## src/rtl/axi_riscv_amo_initiator.sv

```systemverilog
// rtl/axi_riscv_amo_initiator.sv - RISC-V LR/SC/AMO requests issued as single-beat AXI5 (ATOP) transactions
// Optional feature: define AXI_RISCV_AMO_INIT_SC_FAIL_FAST_EN for a local LR reservation that fails SCs early.
module axi_riscv_amo_initiator #(
  parameter int AXI_ADDR_WIDTH   = 0,
  parameter int AXI_DATA_WIDTH   = 0,
  parameter int AXI_ID_WIDTH     = 0,
  parameter int AXI_USER_WIDTH   = 0,
  parameter int RISCV_WORD_WIDTH = 0,
  parameter int AXI_ID           = 0,
  localparam int AW = (AXI_ADDR_WIDTH > 0) ? AXI_ADDR_WIDTH : 1,
  localparam int RW = (RISCV_WORD_WIDTH == 64) ? 64 : 32,
  localparam int DW = (AXI_DATA_WIDTH > RW) ? AXI_DATA_WIDTH : RW,
  localparam int IW = (AXI_ID_WIDTH > 0) ? AXI_ID_WIDTH : 1,
  localparam int UW = (AXI_USER_WIDTH > 0) ? AXI_USER_WIDTH : 1,
  localparam int SW = DW / 8
) (
  input  logic          clk_i,
  input  logic          rst_i,
  input  logic          req_valid_i,
  output logic          req_ready_o,
  input  logic [3:0]    req_op_i,
  input  logic [AW-1:0] req_addr_i,
  input  logic [1:0]    req_size_i,
  input  logic [RW-1:0] req_wdata_i,
  output logic          rsp_valid_o,
  input  logic          rsp_ready_i,
  output logic [RW-1:0] rsp_rdata_o,
  output logic          rsp_err_o,
  output logic [IW-1:0] mst_aw_id,
  output logic [AW-1:0] mst_aw_addr,
  output logic [7:0]    mst_aw_len,
  output logic [2:0]    mst_aw_size,
  output logic [1:0]    mst_aw_burst,
  output logic          mst_aw_lock,
  output logic [3:0]    mst_aw_cache,
  output logic [2:0]    mst_aw_prot,
  output logic [3:0]    mst_aw_qos,
  output logic [3:0]    mst_aw_region,
  output logic [5:0]    mst_aw_atop,
  output logic [UW-1:0] mst_aw_user,
  output logic          mst_aw_valid,
  input  logic          mst_aw_ready,
  output logic [DW-1:0] mst_w_data,
  output logic [SW-1:0] mst_w_strb,
  output logic          mst_w_last,
  output logic [UW-1:0] mst_w_user,
  output logic          mst_w_valid,
  input  logic          mst_w_ready,
  input  logic [IW-1:0] mst_b_id,
  input  logic [1:0]    mst_b_resp,
  input  logic [UW-1:0] mst_b_user,
  input  logic          mst_b_valid,
  output logic          mst_b_ready,
  output logic [IW-1:0] mst_ar_id,
  output logic [AW-1:0] mst_ar_addr,
  output logic [7:0]    mst_ar_len,
  output logic [2:0]    mst_ar_size,
  output logic [1:0]    mst_ar_burst,
  output logic          mst_ar_lock,
  output logic [3:0]    mst_ar_cache,
  output logic [2:0]    mst_ar_prot,
  output logic [3:0]    mst_ar_qos,
  output logic [3:0]    mst_ar_region,
  output logic [UW-1:0] mst_ar_user,
  output logic          mst_ar_valid,
  input  logic          mst_ar_ready,
  input  logic [IW-1:0] mst_r_id,
  input  logic [DW-1:0] mst_r_data,
  input  logic [1:0]    mst_r_resp,
  input  logic          mst_r_last,
  input  logic [UW-1:0] mst_r_user,
  input  logic          mst_r_valid,
  output logic          mst_r_ready
);

  localparam logic [3:0] OP_LR   = 4'd0;
  localparam logic [3:0] OP_SC   = 4'd1;
  localparam logic [3:0] OP_SWAP = 4'd2;
  localparam logic [3:0] OP_ADD  = 4'd3;
  localparam logic [3:0] OP_XOR  = 4'd4;
  localparam logic [3:0] OP_AND  = 4'd5;
  localparam logic [3:0] OP_OR   = 4'd6;
  localparam logic [3:0] OP_MIN  = 4'd7;
  localparam logic [3:0] OP_MAX  = 4'd8;
  localparam logic [3:0] OP_MINU = 4'd9;
  localparam logic [3:0] OP_MAXU = 4'd10;
  localparam int LB = (SW > 1) ? $clog2(SW) : 1;
  localparam logic [1:0] RESP_EXOKAY = 2'b01;
  localparam logic [IW-1:0] ID_C = IW'(AXI_ID);

  typedef enum logic [2:0] {S_IDLE, S_WRITE, S_WAIT_WR, S_READ, S_WAIT_R, S_RSP} state_t;

  state_t        state_q, state_d;
  logic [3:0]    op_q;
  logic [AW-1:0] addr_q;
  logic [1:0]    size_q;
  logic [RW-1:0] wdata_q;
  logic [RW-1:0] rdata_q;
  logic          err_q;
  logic          aw_done_q, w_done_q, b_done_q, r_done_q;

  logic          accept, req_bad, sc_fast;
  logic [2:0]    req_low3;
  logic          is_amo;
  logic          aw_hs, w_hs, b_hs, r_hs, ar_hs;
  logic          b_bad, r_bad;
  logic [LB-1:0] lane;
  logic [DW-1:0] r_shift;
  logic [RW-1:0] rd_ext;
  logic [RW-1:0] op_word;
  logic [SW-1:0] strb_base;
  logic [5:0]    atop;
  logic          unused_bits;

  assign accept = req_valid_i && req_ready_o;
  assign is_amo = (op_q >= OP_SWAP);
  assign aw_hs  = mst_aw_valid && mst_aw_ready;
  assign w_hs   = mst_w_valid && mst_w_ready;
  assign b_hs   = mst_b_valid && mst_b_ready;
  assign ar_hs  = mst_ar_valid && mst_ar_ready;
  assign r_hs   = mst_r_valid && mst_r_ready;
  assign b_bad  = mst_b_resp[1] || (mst_b_id != ID_C);
  assign r_bad  = mst_r_resp[1] || (mst_r_id != ID_C);
  assign lane   = LB'(addr_q);

  always_comb begin
    req_low3 = 3'(req_addr_i);
    req_bad  = (req_op_i > OP_MAXU);
    if (req_size_i == 2'd2) begin
      if (req_low3[1:0] != 2'b00) req_bad = 1'b1;
    end else if (req_size_i == 2'd3) begin
      if (req_low3 != 3'b000 || RW == 32) req_bad = 1'b1;
    end else begin
      req_bad = 1'b1;
    end
  end

`ifdef AXI_RISCV_AMO_INIT_SC_FAIL_FAST_EN
  logic          res_valid_q;
  logic [AW-1:0] res_addr_q;

  // Only a clean LR arms the reservation; any store-like accept disarms it.
  always_ff @(posedge clk_i) begin
    if (rst_i) begin
      res_valid_q <= 1'b0;
      res_addr_q  <= '0;
    end else if (accept && req_op_i >= OP_SC && req_op_i <= OP_MAXU) begin
      res_valid_q <= 1'b0;
    end else if (state_q == S_WAIT_R && r_hs && !(err_q || r_bad)) begin
      res_valid_q <= 1'b1;
      res_addr_q  <= addr_q;
    end
  end

  assign sc_fast = (req_op_i == OP_SC) && !(res_valid_q && res_addr_q == req_addr_i);
`else
  assign sc_fast = 1'b0;
`endif

  always_ff @(posedge clk_i) begin
    if (rst_i) state_q <= S_IDLE;
    else       state_q <= state_d;
  end

  always_comb begin
    state_d = state_q;
    case (state_q)
      S_IDLE: begin
        if (accept) begin
          if (req_bad || sc_fast)   state_d = S_RSP;
          else if (req_op_i == OP_LR) state_d = S_READ;
          else                      state_d = S_WRITE;
        end
      end
      S_WRITE:   if ((aw_done_q || aw_hs) && (w_done_q || w_hs)) state_d = S_WAIT_WR;
      S_WAIT_WR: if ((b_done_q || b_hs) && (!is_amo || r_done_q || r_hs)) state_d = S_RSP;
      S_READ:    if (ar_hs) state_d = S_WAIT_R;
      S_WAIT_R:  if (r_hs) state_d = S_RSP;
      S_RSP:     if (rsp_ready_i) state_d = S_IDLE;
      default:   state_d = S_IDLE;
    endcase
  end

  // Every handshake-facing output is forced low while reset is held.
  always_comb begin
    req_ready_o  = !rst_i && (state_q == S_IDLE);
    mst_aw_valid = !rst_i && (state_q == S_WRITE) && !aw_done_q;
    mst_w_valid  = !rst_i && (state_q == S_WRITE) && !w_done_q;
    mst_ar_valid = !rst_i && (state_q == S_READ);
    mst_b_ready  = !rst_i && (state_q == S_WAIT_WR);
    mst_r_ready  = !rst_i && ((state_q == S_WAIT_R) || (state_q == S_WAIT_WR && is_amo));
    rsp_valid_o  = !rst_i && (state_q == S_RSP);
    rsp_rdata_o  = rsp_valid_o ? rdata_q : '0;
    rsp_err_o    = rsp_valid_o && err_q;
  end

  always_ff @(posedge clk_i) begin
    if (rst_i) begin
      op_q      <= OP_LR;
      addr_q    <= '0;
      size_q    <= 2'd0;
      wdata_q   <= '0;
      rdata_q   <= '0;
      err_q     <= 1'b0;
      aw_done_q <= 1'b0;
      w_done_q  <= 1'b0;
      b_done_q  <= 1'b0;
      r_done_q  <= 1'b0;
    end else begin
      if (accept) begin
        op_q      <= req_op_i;
        addr_q    <= req_addr_i;
        size_q    <= req_size_i;
        wdata_q   <= req_wdata_i;
        rdata_q   <= (!req_bad && sc_fast) ? RW'(1) : '0;
        err_q     <= req_bad;
        aw_done_q <= 1'b0;
        w_done_q  <= 1'b0;
        b_done_q  <= 1'b0;
        r_done_q  <= 1'b0;
      end
      if (aw_hs) aw_done_q <= 1'b1;
      if (w_hs)  w_done_q  <= 1'b1;
      if (b_hs)  b_done_q  <= 1'b1;
      if (r_hs)  r_done_q  <= 1'b1;
      if (b_hs || r_hs) err_q <= err_q || (b_hs && b_bad) || (r_hs && r_bad);
      if (r_hs) rdata_q <= rd_ext;
      else if (b_hs && op_q == OP_SC) rdata_q <= (mst_b_resp == RESP_EXOKAY) ? '0 : RW'(1);
    end
  end

  always_comb begin
    r_shift = mst_r_data >> {lane, 3'b000};
    if (size_q == 2'd3) rd_ext = r_shift[RW-1:0];
    else                rd_ext = RW'($signed(r_shift[31:0]));
  end

  // AMOAND maps to ATOP CLR, which clears the bits set in W, hence the inversion.
  always_comb begin
    op_word = (op_q == OP_AND) ? ~wdata_q : wdata_q;
    if (size_q != 2'd3) op_word = RW'(op_word[31:0]);
    strb_base = (size_q == 2'd3) ? SW'(8'hFF) : SW'(4'hF);
  end

  always_comb begin
    case (op_q)
      OP_SWAP: atop = 6'h30;
      OP_ADD:  atop = 6'h20;
      OP_XOR:  atop = 6'h22;
      OP_AND:  atop = 6'h21;
      OP_OR:   atop = 6'h23;
      OP_MIN:  atop = 6'h25;
      OP_MAX:  atop = 6'h24;
      OP_MINU: atop = 6'h27;
      OP_MAXU: atop = 6'h26;
      default: atop = 6'h00;
    endcase
  end

  assign mst_aw_id     = ID_C;
  assign mst_aw_addr   = addr_q;
  assign mst_aw_len    = 8'd0;
  assign mst_aw_size   = {1'b0, size_q};
  assign mst_aw_burst  = 2'b01;
  assign mst_aw_lock   = (op_q == OP_SC);
  assign mst_aw_cache  = 4'd0;
  assign mst_aw_prot   = 3'd0;
  assign mst_aw_qos    = 4'd0;
  assign mst_aw_region = 4'd0;
  assign mst_aw_atop   = atop;
  assign mst_aw_user   = '0;
  assign mst_w_data    = DW'(op_word) << {lane, 3'b000};
  assign mst_w_strb    = strb_base << lane;
  assign mst_w_last    = 1'b1;
  assign mst_w_user    = '0;
  assign mst_ar_id     = ID_C;
  assign mst_ar_addr   = addr_q;
  assign mst_ar_len    = 8'd0;
  assign mst_ar_size   = {1'b0, size_q};
  assign mst_ar_burst  = 2'b01;
  assign mst_ar_lock   = 1'b1;
  assign mst_ar_cache  = 4'd0;
  assign mst_ar_prot   = 3'd0;
  assign mst_ar_qos    = 4'd0;
  assign mst_ar_region = 4'd0;
  assign mst_ar_user   = '0;

  assign unused_bits = ^{mst_b_user, mst_r_user, mst_r_last, r_shift};

endmodule

```

## config.mk

```make
export PLATFORM = sky130hd
export DESIGN_NAME = axi_riscv_amo_initiator
export DESIGN_NICKNAME = d
export VERILOG_FILES = /design/src/rtl/axi_riscv_amo_initiator.sv
export SDC_FILE = /design/constraint.sdc
export NUM_CORES = 1
export LEC_CHECK = 0
export ABC_AREA = 0
export CORE_MARGIN = 4
export CORE_UTILIZATION = 44
export DETAILED_ROUTE_END_ITERATION = 8
export GPL_ROUTABILITY_DRIVEN = 0
export GPL_TIMING_DRIVEN = 0
export PLACE_DENSITY = 0.88
export SLEW_MARGIN = 30
export SYNTH_ARGS = -nofsm -noshare
export SYNTH_HDL_FRONTEND = slang
export SYNTH_SLANG_ARGS = --single-unit
```

## constraint.sdc

```tcl
create_clock -name clk_i -period 4.8 [get_ports clk_i]
set_input_delay 0.96 -clock clk_i [delete_from_list [all_inputs] [get_ports clk_i]]
set_output_delay 0.96 -clock clk_i [all_outputs]
set_load 0.01 [all_outputs]
```

## After elaboration in Yosys (flattened, before gate mapping)

Memories as Yosys holds them, arrays and structs flattened. A register that Yosys moved wholly into a read port is not among the register bits.
Index checks and enable logic that the tools add are counted.

- Equal/unequal tests: 15
- Add/sub/neg operators: 0
- Bitwise gates (word level): 1
- Reduce and logical (&&, ||, !) cells: 45
- $lt $le $gt $ge: 2
- Multipliers: 0
- Mux-type cells: 26
- Divide/modulo/power cells: 0
- Shift operators: 3

Operators with widths:

| kind | number |
|---|---|
| 32-bit two-way mux | 5 |
| 32-bit inverter | 1 |
| 32-bit by 4-bit << shifter with 32-bit output | 1 |
| 32-bit by 4-bit right shift with 32-bit output | 1 |
| 1-bit logical AND | 21 |
| 3-bit two-way mux | 7 |
| 3-bit case mux with 6 select lines | 1 |
| 2-bit != test, second input constant | 6 |
| 1-bit logical OR | 11 |
| 1-bit two-way mux | 10 |
| 2-bit nonzero test | 5 |
| 4-bit two-way mux | 2 |
| 3-bit by 2-bit equality test with 1-bit output, second input constant | 2 |
| 3-bit equality test, second input constant | 2 |
| 6-bit AND reduction | 1 |
| 4-bit by 1-bit equality test with 1-bit output, second input constant | 1 |
| 4-bit by 3-bit equality test with 1-bit output, second input constant | 1 |
| 4-bit by 2-bit >= comparator with 1-bit output, second input constant | 1 |
| 4-bit > comparator, second input constant | 1 |
| 1-bit logical NOT | 4 |
| 4-bit logical NOT | 1 |
| 4-bit by 1-bit << shifter with 4-bit output, first input constant | 1 |
| 3-bit by 1-bit equality test with 1-bit output, second input constant | 1 |
| 3-bit logical NOT | 1 |
| other kinds (4) | 4 |

- Latch bits: 0
- Bits in registers: 79
- Output and inout port bits: 148
- RAM bits: 0
- ROM bits: 80
- Input bits: 89
- Logic and storage cells: 104
- Memories kept: 1

Memory list:

| name | words | bits a word | rd ports | clocked after Yosys merged registers in | wr ports | line | source |
|---|---|---|---|---|---|---|---|
| (no name shown) | 16 | 5 | 1 | 1 | 0 | 246 | `case (op_q)` |

## Depth between registers and ports, before layout

- Word-level depth: 9
- Mapped depth: 9
- Mapped depth without buffers: 8

## Worst setup path after synthesis

Ideal clock, no wire load.

- Path kind: input port to output port
- Start: input port rst_i
- End: output port rsp_rdata_o[22]
- Path slack: 1.889 ns
- Stages on the path: 5
- Arrival: 1.951 ns
- Data required time: 3.840 ns
- Path buffers: 2
- Path through: nor2_1 and3_1 clkbuf_1 clkbuf_1 and2_1

- Longest elaborated chain between the ends: 3

Ends and longest elaborated chain:

| item | line | source |
|---|---|---|
| start: declaration | 18 | `input logic rst_i,` |
| 1-bit logical NOT | 192 | `rsp_valid_o = !rst_i && (state_q == S_RSP);` |
| 1-bit logical AND | 192 |  |
| via rsp_valid_o | 25 | `output logic rsp_valid_o,` |
| 32-bit two-way mux | 193 | `rsp_rdata_o = rsp_valid_o ? rdata_q : '0;` |
| end: declaration | 27 | `output logic [RW-1:0] rsp_rdata_o,` |

The timed path passes the listed nets, and every way through them passes these cells.

## Final worst setup path

- Start: input port rst_i
- End: output port rsp_rdata_o[18]

- Longest elaborated chain between the ends: 3

Ends and longest elaborated chain:

| item | line |
|---|---|
| 1-bit logical NOT | 192 |
| 1-bit logical AND | 192 |
| 32-bit two-way mux | 193 |

No other way between the ends.

==> qor.txt <==
status: complete, no violations
path depth of the worst reg2reg path: 6
RR Endpoint: mst_aw_atop[5]
WP data arrival: 3350 ps
critical path's slowest cell: clkdlybuf4s50_1
Synth Area per Inst: 8.62 um^2
Slew headroom: 38.2%
clk sink count: 84
Post-synth EDFFs: 0
vias per cell: 4.87
FILL cells: 846
number of global-route vias before repair: 4810
TritonRoute pass-1 iters: 4
total number of yosys warnings: 0
Slew @ Worst Pin: 920 ps
CP required: 3840 ps
CTS H-tree depth: 3
initial core utilization: 45.7%
Setup Total Neg Slack: 0 ps
Max clock buf depth: 2
most frequent cells in the layout: 169 x clkdlybuf4s50_1, 84 x dfxtp_1, 78 x nand2_1
P per Cell Area: 385 nW/um^2
post-CTS setup buffer count: 0
largest net degree at the start of global routing: 15
initial antenna violation count: 0
Final #Nets: 887
DRT iter0 DRCs: 241
crit share post-route: 89.8%
Tot GR Track Use: 23.0%
CTS tree: done
min-delay worst type: reg -> reg
Worst VDD drop: 0.254 mV
Die Height: 112 um
Die W: 112 um
unrepaired setup endpoints after global routing: no
worst clock skew: 13.2 ps
synth-to-layout area growth: 48.1%
crit-path cells: clkdlybuf4s50_1 -> nor2_1 -> and3_1 -> clkbuf_1 -> clkbuf_1 -> and2_1 -> clkdlybuf4s50_1
Cells after Synth: 552
hold path depth: 1
Max Freq: 232 MHz
Total Power: 2.71 mW
Synth Area in XOR/XNOR: 5.89%
total gr overflow: 0
WP buf/inv: 4
adder-cell share of the synthesized area: 1.31%
Residual DRC: 0
startpoint types: primary input
number of max-cap violations: 0
clock period minus final worst setup slack: 4310 ps
CTS Root Cell: clkbuf_8
Placement Setup Slack: 489 ps
DP Wirelength: 11900 um
CTS resizes: 0
Post-Syn Area: 4760 um^2
fin. max-slew vios: 0
IO Pins: 237
final hold violations: 0
Max stage delay on crit path: 550 ps
leakage power: 3.02 nW
vias: 4551
Port-buffer cells: 169
mux cell area share after synthesis: 11.0%
worst min-delay path endpoint: rdata_q[0]
setup ws final: 488 ps
post-synthesis sequential area ratio: 35.3%
first-pass GRT wire length: 23700 um
Compound-Gate Fraction of Synth Area: 10.7%
Crit Path Max Fanout: 10
Post-CTS Hold Buffers: 0
Rows: 37
remaining antenna violation count: 0
R2R setup slack: 2730 ps
Most used DFF post-synth: dfxtp_1
WHS: 448 ps
Synth Area in Simple Gates: 20.6%
worst setup path class: in -> out
Die Area: 12500 um^2
Crit. End Element: output port
Crit path max-delay family: buffers and inverters
WL per Instance: 15.9 um
reg-to-reg startpoint: state_q[1]
Synth cell types: 45
setup violators final: 0
Routed WL: 14900 um
latest clock arrival within the worst-skew pair: 340 ps
Num CTS Buffers: 9
commonest non-fill, non-tap cell in the layout: clkdlybuf4s50_1
Post-synth ARST share: 0%
hold wc startpoint: rdata_q[0]
# diodes: 0
Final Util: 67.7%
layout cells sized above 1: 13.2%
largest family of logic cells by synthesized area: simple AND/OR/NAND/NOR gates
core footprint: 10400 um^2
clock-pin slew on the worst setup and hold paths: 90 ps
Synth Register Bits: 84
through the flow:
| step | cells | instance area, um^2 |
|---|---|---|
| 3_5_place_dp | 918 | 6850 |
| 6_report | 934 | 7050 |
| 4_1_cts | 934 | 7050 |
| 3_3_place_gp | 918 | 6850 |
| 2_1_floorplan | 613 | 4990 |
| 5_1_grt | 934 | 7050 |
flip-flops by register name, indices dropped and copies added (netlist names):
name and cells:
w_done_q 1, state_q 3, rdata_q 32, err_q 1, op_q 4, size_q 2, mst_ar_addr 1, b_done_q 1
aw_done_q 1, wdata_q 32, r_done_q 1, mst_aw_atop 5
layout make-up:
type                    instances  area, um^2  area share [%]
multi-input cells             415        2590            36.7
repair buffers                169        1690            24.0
flip-flops and latches         84        1680            23.9
clock inverters                 5        58.8           0.834
well taps                     136         170            2.41
clock buffers                  11         141            2.01
inverters                      10        37.5           0.532
plain buffers                 104         679            9.64
synthesized netlist by cell type (7+ instances only):
master,count,share of area [%]
buf_4,67,11
nand2_1,78,6.2
mux2i_1,51,11
and2_1,34,4.5
a22o_1,8,1.5
buf_2,12,1.3
buf_1,7,0.55
nand3_1,36,3.8
clkbuf_1,15,1.2
xnor2_1,32,5.9
inv_1,10,0.79
dfxtp_1,84,35
o2bb2ai_1,26,4.8
nor2_1,17,1.3
where the power goes:
| group | total (mW) | internal (mW) | switching, mW |
|---|---|---|---|
| clock | 0.513 | 0.256 | 0.256 |
| sequential | 0.954 | 0.848 | 0.105 |
| combinational | 1.25 | 0.626 | 0.621 |
| total | 2.71 | 1.73 | 0.983 |
how the worst max path moves through the flow:
stage	to	slack [ps]	depth (start not counted)	from
3_3_place_gp	rsp_rdata_o[14]	500	7	rst_i
2_1_floorplan	rsp_rdata_o[22]	1890	5	rst_i
6_report	rsp_rdata_o[18]	490	7	rst_i
5_1_grt	rsp_rdata_o[8]	280	7	rst_i
4_1_cts	rsp_rdata_o[14]	480	7	rst_i
3_5_place_dp	rsp_rdata_o[14]	490	7	rst_i
per-layer routing:
layer	part of all wire (%)	GRT usage, %
met1	40	26.3
met2	51	42.4
met3	6.6	5.16
met4	2.3	7.37
met5	0	0
cells by family (layout without fill, tap and decap cells):
logic type,Yosys count,after routing
AND/OR/NAND/NOR,197,197
buffers and inverters,114,299
flip-flops,84,84
AO/OA/AOI/OAI,66,66
multiplexers,52,52
XOR/XNOR,32,32
adder cells (fa/ha/maj),5,5
other,2,63
Power figures use the tool's default switching activity.
